### src/rtl/seg7_mux_bcd.sv
// Multiplexed N-digit 7-segment driver. A sequential double-dabble engine converts
// the loaded binary value to BCD, and a prescaled scanner drives one digit at a time.
module seg7_mux_bcd #(
    parameter int NUM_DIGITS = 4,
    parameter int VALUE_W    = 14,
    parameter int REFRESH_W  = 16,
    parameter bit ACTIVE_LOW = 1'b1
) (
    input  logic                  clk,
    input  logic                  reset,
    input  logic [VALUE_W-1:0]    value,
    input  logic                  load,
    input  logic                  blank_lz,
    input  logic                  show_error,
    output logic [6:0]            seg,
    output logic [NUM_DIGITS-1:0] an,
    output logic                  busy,
    output logic                  overflow
);
    localparam int BCD_W  = 4 * (NUM_DIGITS + 1);
    localparam int DISP_W = 4 * NUM_DIGITS;
    localparam int IDX_W  = $clog2(NUM_DIGITS);
    localparam int CNT_W  = $clog2(VALUE_W + 1);
    localparam int SH_W   = BCD_W + VALUE_W;

    localparam logic [6:0] SEG_OFF   = 7'b1111111;
    localparam logic [6:0] SEG_E     = 7'b0000110;
    localparam logic [6:0] SEG_R     = 7'b0101111;
    localparam logic [6:0] SEG_DASH  = 7'b0111111;
    localparam logic [6:0] SEG_RST   = ACTIVE_LOW ? 7'b1111111 : 7'b0000000;
    localparam logic [NUM_DIGITS-1:0] AN_RST = ACTIVE_LOW ? {NUM_DIGITS{1'b1}} : {NUM_DIGITS{1'b0}};

    typedef enum logic [1:0] {
        ST_IDLE,
        ST_SHIFT,
        ST_COMMIT
    } state_t;

    state_t               state_q, state_d;
    logic [VALUE_W-1:0]   bin_q, bin_d;
    logic [BCD_W-1:0]     scratch_q, scratch_d;
    logic [CNT_W-1:0]     cnt_q, cnt_d;
    logic [DISP_W-1:0]    disp_q, disp_d;
    logic                 overflow_q, overflow_d;
    logic [REFRESH_W-1:0] presc_q, presc_d;
    logic [IDX_W-1:0]     idx_q, idx_d;
    logic [6:0]           seg_q, seg_d;
    logic [NUM_DIGITS-1:0] an_q, an_d;

    logic [BCD_W-1:0]     adj;
    logic [SH_W-1:0]      shift_vec;
    logic [NUM_DIGITS:0]  lz_chain;
    logic [3:0]           cur_digit;
    logic [6:0]           seg_al;
    logic                 lit;
    logic [NUM_DIGITS-1:0] an_hot;

    function automatic logic [6:0] decode_digit(input logic [3:0] d);
        logic [6:0] s;
        case (d)
            4'd0:    s = 7'b1000000;
            4'd1:    s = 7'b1111001;
            4'd2:    s = 7'b0100100;
            4'd3:    s = 7'b0110000;
            4'd4:    s = 7'b0011001;
            4'd5:    s = 7'b0010010;
            4'd6:    s = 7'b0000010;
            4'd7:    s = 7'b1111000;
            4'd8:    s = 7'b0000000;
            4'd9:    s = 7'b0010000;
            default: s = 7'b1111111;
        endcase
        return s;
    endfunction

    // Add-3 correction on every scratch digit before the shift.
    generate
        for (genvar gi = 0; gi < NUM_DIGITS + 1; gi++) begin : g_adj
            assign adj[4*gi +: 4] = (scratch_q[4*gi +: 4] >= 4'd5) ?
                                    scratch_q[4*gi +: 4] + 4'd3 : scratch_q[4*gi +: 4];
        end
    endgenerate

    // Scratch and binary shift as one register pair; the MSB of the scratch falls off.
    assign shift_vec = {adj, bin_q} << 1;

    always_comb begin
        state_d    = state_q;
        bin_d      = bin_q;
        scratch_d  = scratch_q;
        cnt_d      = cnt_q;
        disp_d     = disp_q;
        overflow_d = overflow_q;
        case (state_q)
            ST_IDLE: begin
                if (load) begin
                    bin_d     = value;
                    scratch_d = '0;
                    cnt_d     = '0;
                    state_d   = ST_SHIFT;
                end
            end
            ST_SHIFT: begin
                scratch_d = shift_vec[SH_W-1 -: BCD_W];
                bin_d     = shift_vec[VALUE_W-1:0];
                cnt_d     = cnt_q + CNT_W'(1);
                if (cnt_q == CNT_W'(VALUE_W - 1)) begin
                    state_d = ST_COMMIT;
                end
            end
            ST_COMMIT: begin
                disp_d     = scratch_q[DISP_W-1:0];
                overflow_d = |scratch_q[BCD_W-1 -: 4];
                state_d    = ST_IDLE;
            end
            default: state_d = ST_IDLE;
        endcase
    end

    always_comb begin
        presc_d = presc_q + REFRESH_W'(1);
        idx_d   = idx_q;
        if (&presc_q) begin
            idx_d = (idx_q == IDX_W'(NUM_DIGITS - 1)) ? '0 : idx_q + IDX_W'(1);
        end
    end

    // lz_chain[i] is set when digit i and every more-significant digit are zero.
    assign lz_chain[NUM_DIGITS] = 1'b1;
    generate
        for (genvar gi = 0; gi < NUM_DIGITS; gi++) begin : g_lz
            assign lz_chain[gi] = lz_chain[gi+1] & (disp_q[4*gi +: 4] == 4'd0);
        end
    endgenerate

    assign cur_digit = disp_q[{idx_q, 2'b00} +: 4];

    always_comb begin
        seg_al = SEG_OFF;
        lit    = 1'b0;
        if (show_error) begin
            if (idx_q == IDX_W'(NUM_DIGITS - 1)) begin
                seg_al = SEG_E;
                lit    = 1'b1;
            end else if (idx_q == IDX_W'(NUM_DIGITS - 2) || idx_q == IDX_W'(NUM_DIGITS - 3)) begin
                seg_al = SEG_R;
                lit    = 1'b1;
            end
        end else if (overflow_q) begin
            seg_al = SEG_DASH;
            lit    = 1'b1;
        end else if (!(blank_lz && (idx_q != '0) && lz_chain[idx_q])) begin
            seg_al = decode_digit(cur_digit);
            lit    = 1'b1;
        end
        an_hot = lit ? (NUM_DIGITS'(1) << idx_q) : '0;
        seg_d  = ACTIVE_LOW ? seg_al : ~seg_al;
        an_d   = ACTIVE_LOW ? ~an_hot : an_hot;
    end

    always_ff @(posedge clk) begin
        if (reset) begin
            state_q    <= ST_IDLE;
            bin_q      <= '0;
            scratch_q  <= '0;
            cnt_q      <= '0;
            disp_q     <= '0;
            overflow_q <= 1'b0;
            presc_q    <= '0;
            idx_q      <= '0;
            seg_q      <= SEG_RST;
            an_q       <= AN_RST;
        end else begin
            state_q    <= state_d;
            bin_q      <= bin_d;
            scratch_q  <= scratch_d;
            cnt_q      <= cnt_d;
            disp_q     <= disp_d;
            overflow_q <= overflow_d;
            presc_q    <= presc_d;
            idx_q      <= idx_d;
            seg_q      <= seg_d;
            an_q       <= an_d;
        end
    end

    assign seg      = seg_q;
    assign an       = an_q;
    assign busy     = (state_q != ST_IDLE);
    assign overflow = overflow_q;

endmodule

### config.mk
export PLATFORM = sky130hd
export DESIGN_NAME = seg7_mux_bcd
export DESIGN_NICKNAME = d
export VERILOG_FILES = /design/src/rtl/seg7_mux_bcd.sv
export SDC_FILE = /design/constraint.sdc
export NUM_CORES = 1
export LEC_CHECK = 0
export CAP_MARGIN = 20
export CORE_MARGIN = 2
export CORE_UTILIZATION = 45
export DETAILED_ROUTE_END_ITERATION = 12
export PLACE_DENSITY = 0.63
export SLEW_MARGIN = 20
export SYNTH_ARGS = -nofsm -noshare
export SYNTH_HDL_FRONTEND = slang
export SYNTH_SLANG_ARGS = --single-unit
### constraint.sdc
create_clock -name clk -period 6.6 [get_ports clk]
set_clock_uncertainty 0.15 [all_clocks]
set_input_delay 0.66 -clock clk [delete_from_list [all_inputs] [get_ports clk]]
set_output_delay 0.66 -clock clk [all_outputs]
set_load 0.01 [all_outputs]
==> out/metrics.cfg <==
[outcome]
status = completed

[clocking]
holdBufCountCts = 0
postCtsSetupRepairBufs = 0
ctsResizeCount = 0
clk_path_buf_depth = 2
cts_buffers = 9
clkSinkCount = 86
insertion_delay_ps = 350
clock-root-buffer = clkbuf_8
path_clk_slew_ps = 90
cts_tree = done
htreeDepth = 3

[synth]
synth_largest_area_cell = dfxtp_1
async_flop_share_pct = 0
ys_seq_area_share_pct = 42.6
synth_cell_type_count = 41
syn_inst = 493
yosysWarnings = 0
ys_ff_latch = 86
synthFlopType = dfxtp_1
synth_fp_nets = 536
synth_edf_count = 0
avgSynthCellArea_um2 = 8.20
synth_top_cell_area_share_pct = 42.6
synth_area_um2 = 4040
ys_top_cells_by_area = dfxtp_1 (43%), nor2_1 (7.5%), ha_1 (7.4%), a21oi_1 (5.8%), nand2_1 (5.4%)

[cells_and_area]
layoutNonFillerInstCount = 624
multi_input_area_um2 = 2130
nNetsFinal = 554
area_growth_pct = 13.6
register_area_um2 = 1720
final_layout_size_suffix_gt1_share_pct = 5.81
fillers = 846
n_antenna_cell = 0

[placement]
post-dp-hpwl_um = 5280
place.gp.congestion = 0.777
dp_cells = 608
portBuffers = 31

[global_routing]
grt_pass1_vias = 3108
grt_first_pass_wirelength_um = 13800
grt_overflow_total = 0
grt_start_max_net_pins = 83
antenna_found_initial = 0
grt.total_usage_pct = 16.9

[detailed_routing]
ant_nets = 0
dr.pass1.iters = 4
vias_per_cell = 5.30
finalWirelength_um = 8050
drc = 0
drt-initial-drc-count = 117
wl_per_cell_um = 12.9
vias = 3307

[setup_path]
r2r-start = idx_q[0]
crit_start = idx_q[0]
required_ps = 6680
cp_slowest_cell = mux4_1
cp_max_fo = 11
path_class = register to register
arrival_ps = 2770
path_delay_family = compound AO/OA/AOI/OAI gates
critPathCaptureType = register
critPathMaxStageDelay_ps = 670
crit_buf_inv = 1
r2r_slack_ps = 3910
path_cells = mux4_1 > inv_1 > ha_1 > nor2b_1 > a221oi_1 > o21ai_1 > a211oi_1 > o21ai_1
critPathMostFrequentCell = o21ai_1
critical_path.startpoint_type = register

[power]
power.leakage_nw = 1.68
seq_power_share_pct = 54.5
comb_power_share_pct = 7.5
power.density_nw_per_um2 = 216
power_uw = 994
ir_drop_uv = 124
clkPwrFrac_pct = 38.1
p_sw_uw = 244
swShare_pct = 24.5
internal_power_uw = 750

[hold_path]
min_path_type = register to register
worstHoldStart = bin_q[13]

[die]
dieArea_um2 = 9760
die_w_um = 98.8
die_h_um = 98.8
coreArea_um2 = 8720
start_util_pct = 46.4
rows = 34
io_pins = 32

[timing]
worst_slew_pin_slew_ps = 863
setup_violations = 0
fin_crit_sh_pct = 40.8
slew_headroom_pct = 42.5
rsz0062_at_grt = false
setup_tns_ps = 0
fmax_mhz = 372
slew_viol_final = 0
period_minus_slack_ps = 2690
hold_viol = 0

[run]
cap_violations = 0

==> final cells by class <==
type / count / share of cell area (%)
inverters: 17 / 1.39
clock inverters: 6 / 1.53
clock buffers: 10 / 3.00
repair buffers: 34 / 7.14
well taps: 108 / 2.94
multi-input cells: 363 / 46.5
flip-flops and latches: 86 / 37.5
==> per-layer routing <==
layer	track usage, %	routed length, um	vias up
li1	-	-	1703
met1	21.8	3950	1547
met2	28.7	3730	49
met3	2.62	268	8
met4	6.32	104	0
met5	0	0	-
==> tightest hold or removal path, delay by kind of cell, from the launching register on <==
family	cells	cell delay, ps
DFF	1	330
and+or+nand+nor	1	50
AOI/OAI and AO/OA	1	50
==> power groups by stage <==
stage               clock network, mW  registers [mW]  logic (mW)
floorplan                           0           0.553      0.0455
global placement                    0           0.553      0.0731
CTS                             0.391           0.541      0.0750
finish                          0.378           0.541      0.0743
detailed placement                  0           0.553      0.0746
global route                    0.409           0.543      0.0824
==> sequential cells by signal, indices dropped and copies added (netlist names) <==
register,count
presc_q,16
disp_q,16
state_q,2
an,4
seg,7
cnt_q,4
idx_q,2
overflow,1
bin_q,14
scratch_q,20
==> cells in the final DEF (no fill, tap or decap), types with 3 or more instances in the layout <==
master           netlist  final
dfxtp_1               86     86
nor2_1                81     81
nand2_1               58     57
a21oi_1               47     47
clkdlybuf4s50_1        0     30
nand3_1               24     24
ha_1                  24     24
inv_1                 17     17
nor4_1                17     17
o21ai_0               16     16
xor2_1                12     12
nor3_1                11     11
nand2b_1              10     10
xnor2_1               10     10
clkbuf_8               0     10
a31oi_1                6      6
and2_1                 5      5
mux4_2                 3      3
and4_1                 3      3
nand4_1                3      3
nor2b_1                4      3
a211oi_1               3      3
mux2i_1                3      3
clkinvlp_4             0      3
buf_4                  3      3
==> path summary, 6_finish.rpt <==
check	to	depth (start not counted)
max	seg[4]	8
min reg2reg	scratch_q[0]	2
min	scratch_q[0]	2
max reg2reg	seg[4]	8
==> stage by stage <==
step                      hold WS (ps)  worst slack [ps]  area (um2)  utilization (%)
after global routing               342              3700        4590             52.6
after CTS                          322              3840        4590             52.6
final                              319              3910        4590             52.6
after global placement             293              3540        4380             50.2
after floorplan                    280              4240        4040                -
after detailed placement           302              3460        4380             50.2
==> synthesized netlist by cell type, types with 2 or more instances <==
cell       n
xnor2_1   10
and4_1     3
nand2_1   58
a211oi_1   3
buf_4      3
a31oi_1    6
nor3_1    11
inv_1     17
clkbuf_1  22
dfxtp_1   86
and2_1     5
o21ai_1    2
a21oi_1   47
nor2_1    81
a2111o_1   2
or2_2      2
nand4_1    3
nand3b_1   2
nand3_1   24
nor2b_1    4
o21a_1     2
mux4_2     3
buf_6      2
ha_1      24
nor4_1    17
xor2_1    12
o21ai_0   16
mux2i_1    3
mux2_2     2
nand2b_1  10
==> cells by family (layout without fill, tap and decap cells) <==
family          count (synthesis)  count (layout)  synth area share, %
xor+xnor                       22              22                 4.77
fa+ha+maj                      24              24                 7.43
flops                          86              86                 42.6
buf+inv                        44              67                 4.74
compound gates                 83              83                 11.5
simple gates                  225             225                 25.4
mux                             9               9                 3.62
No activity file was read; power rests on OpenSTA's default activity.
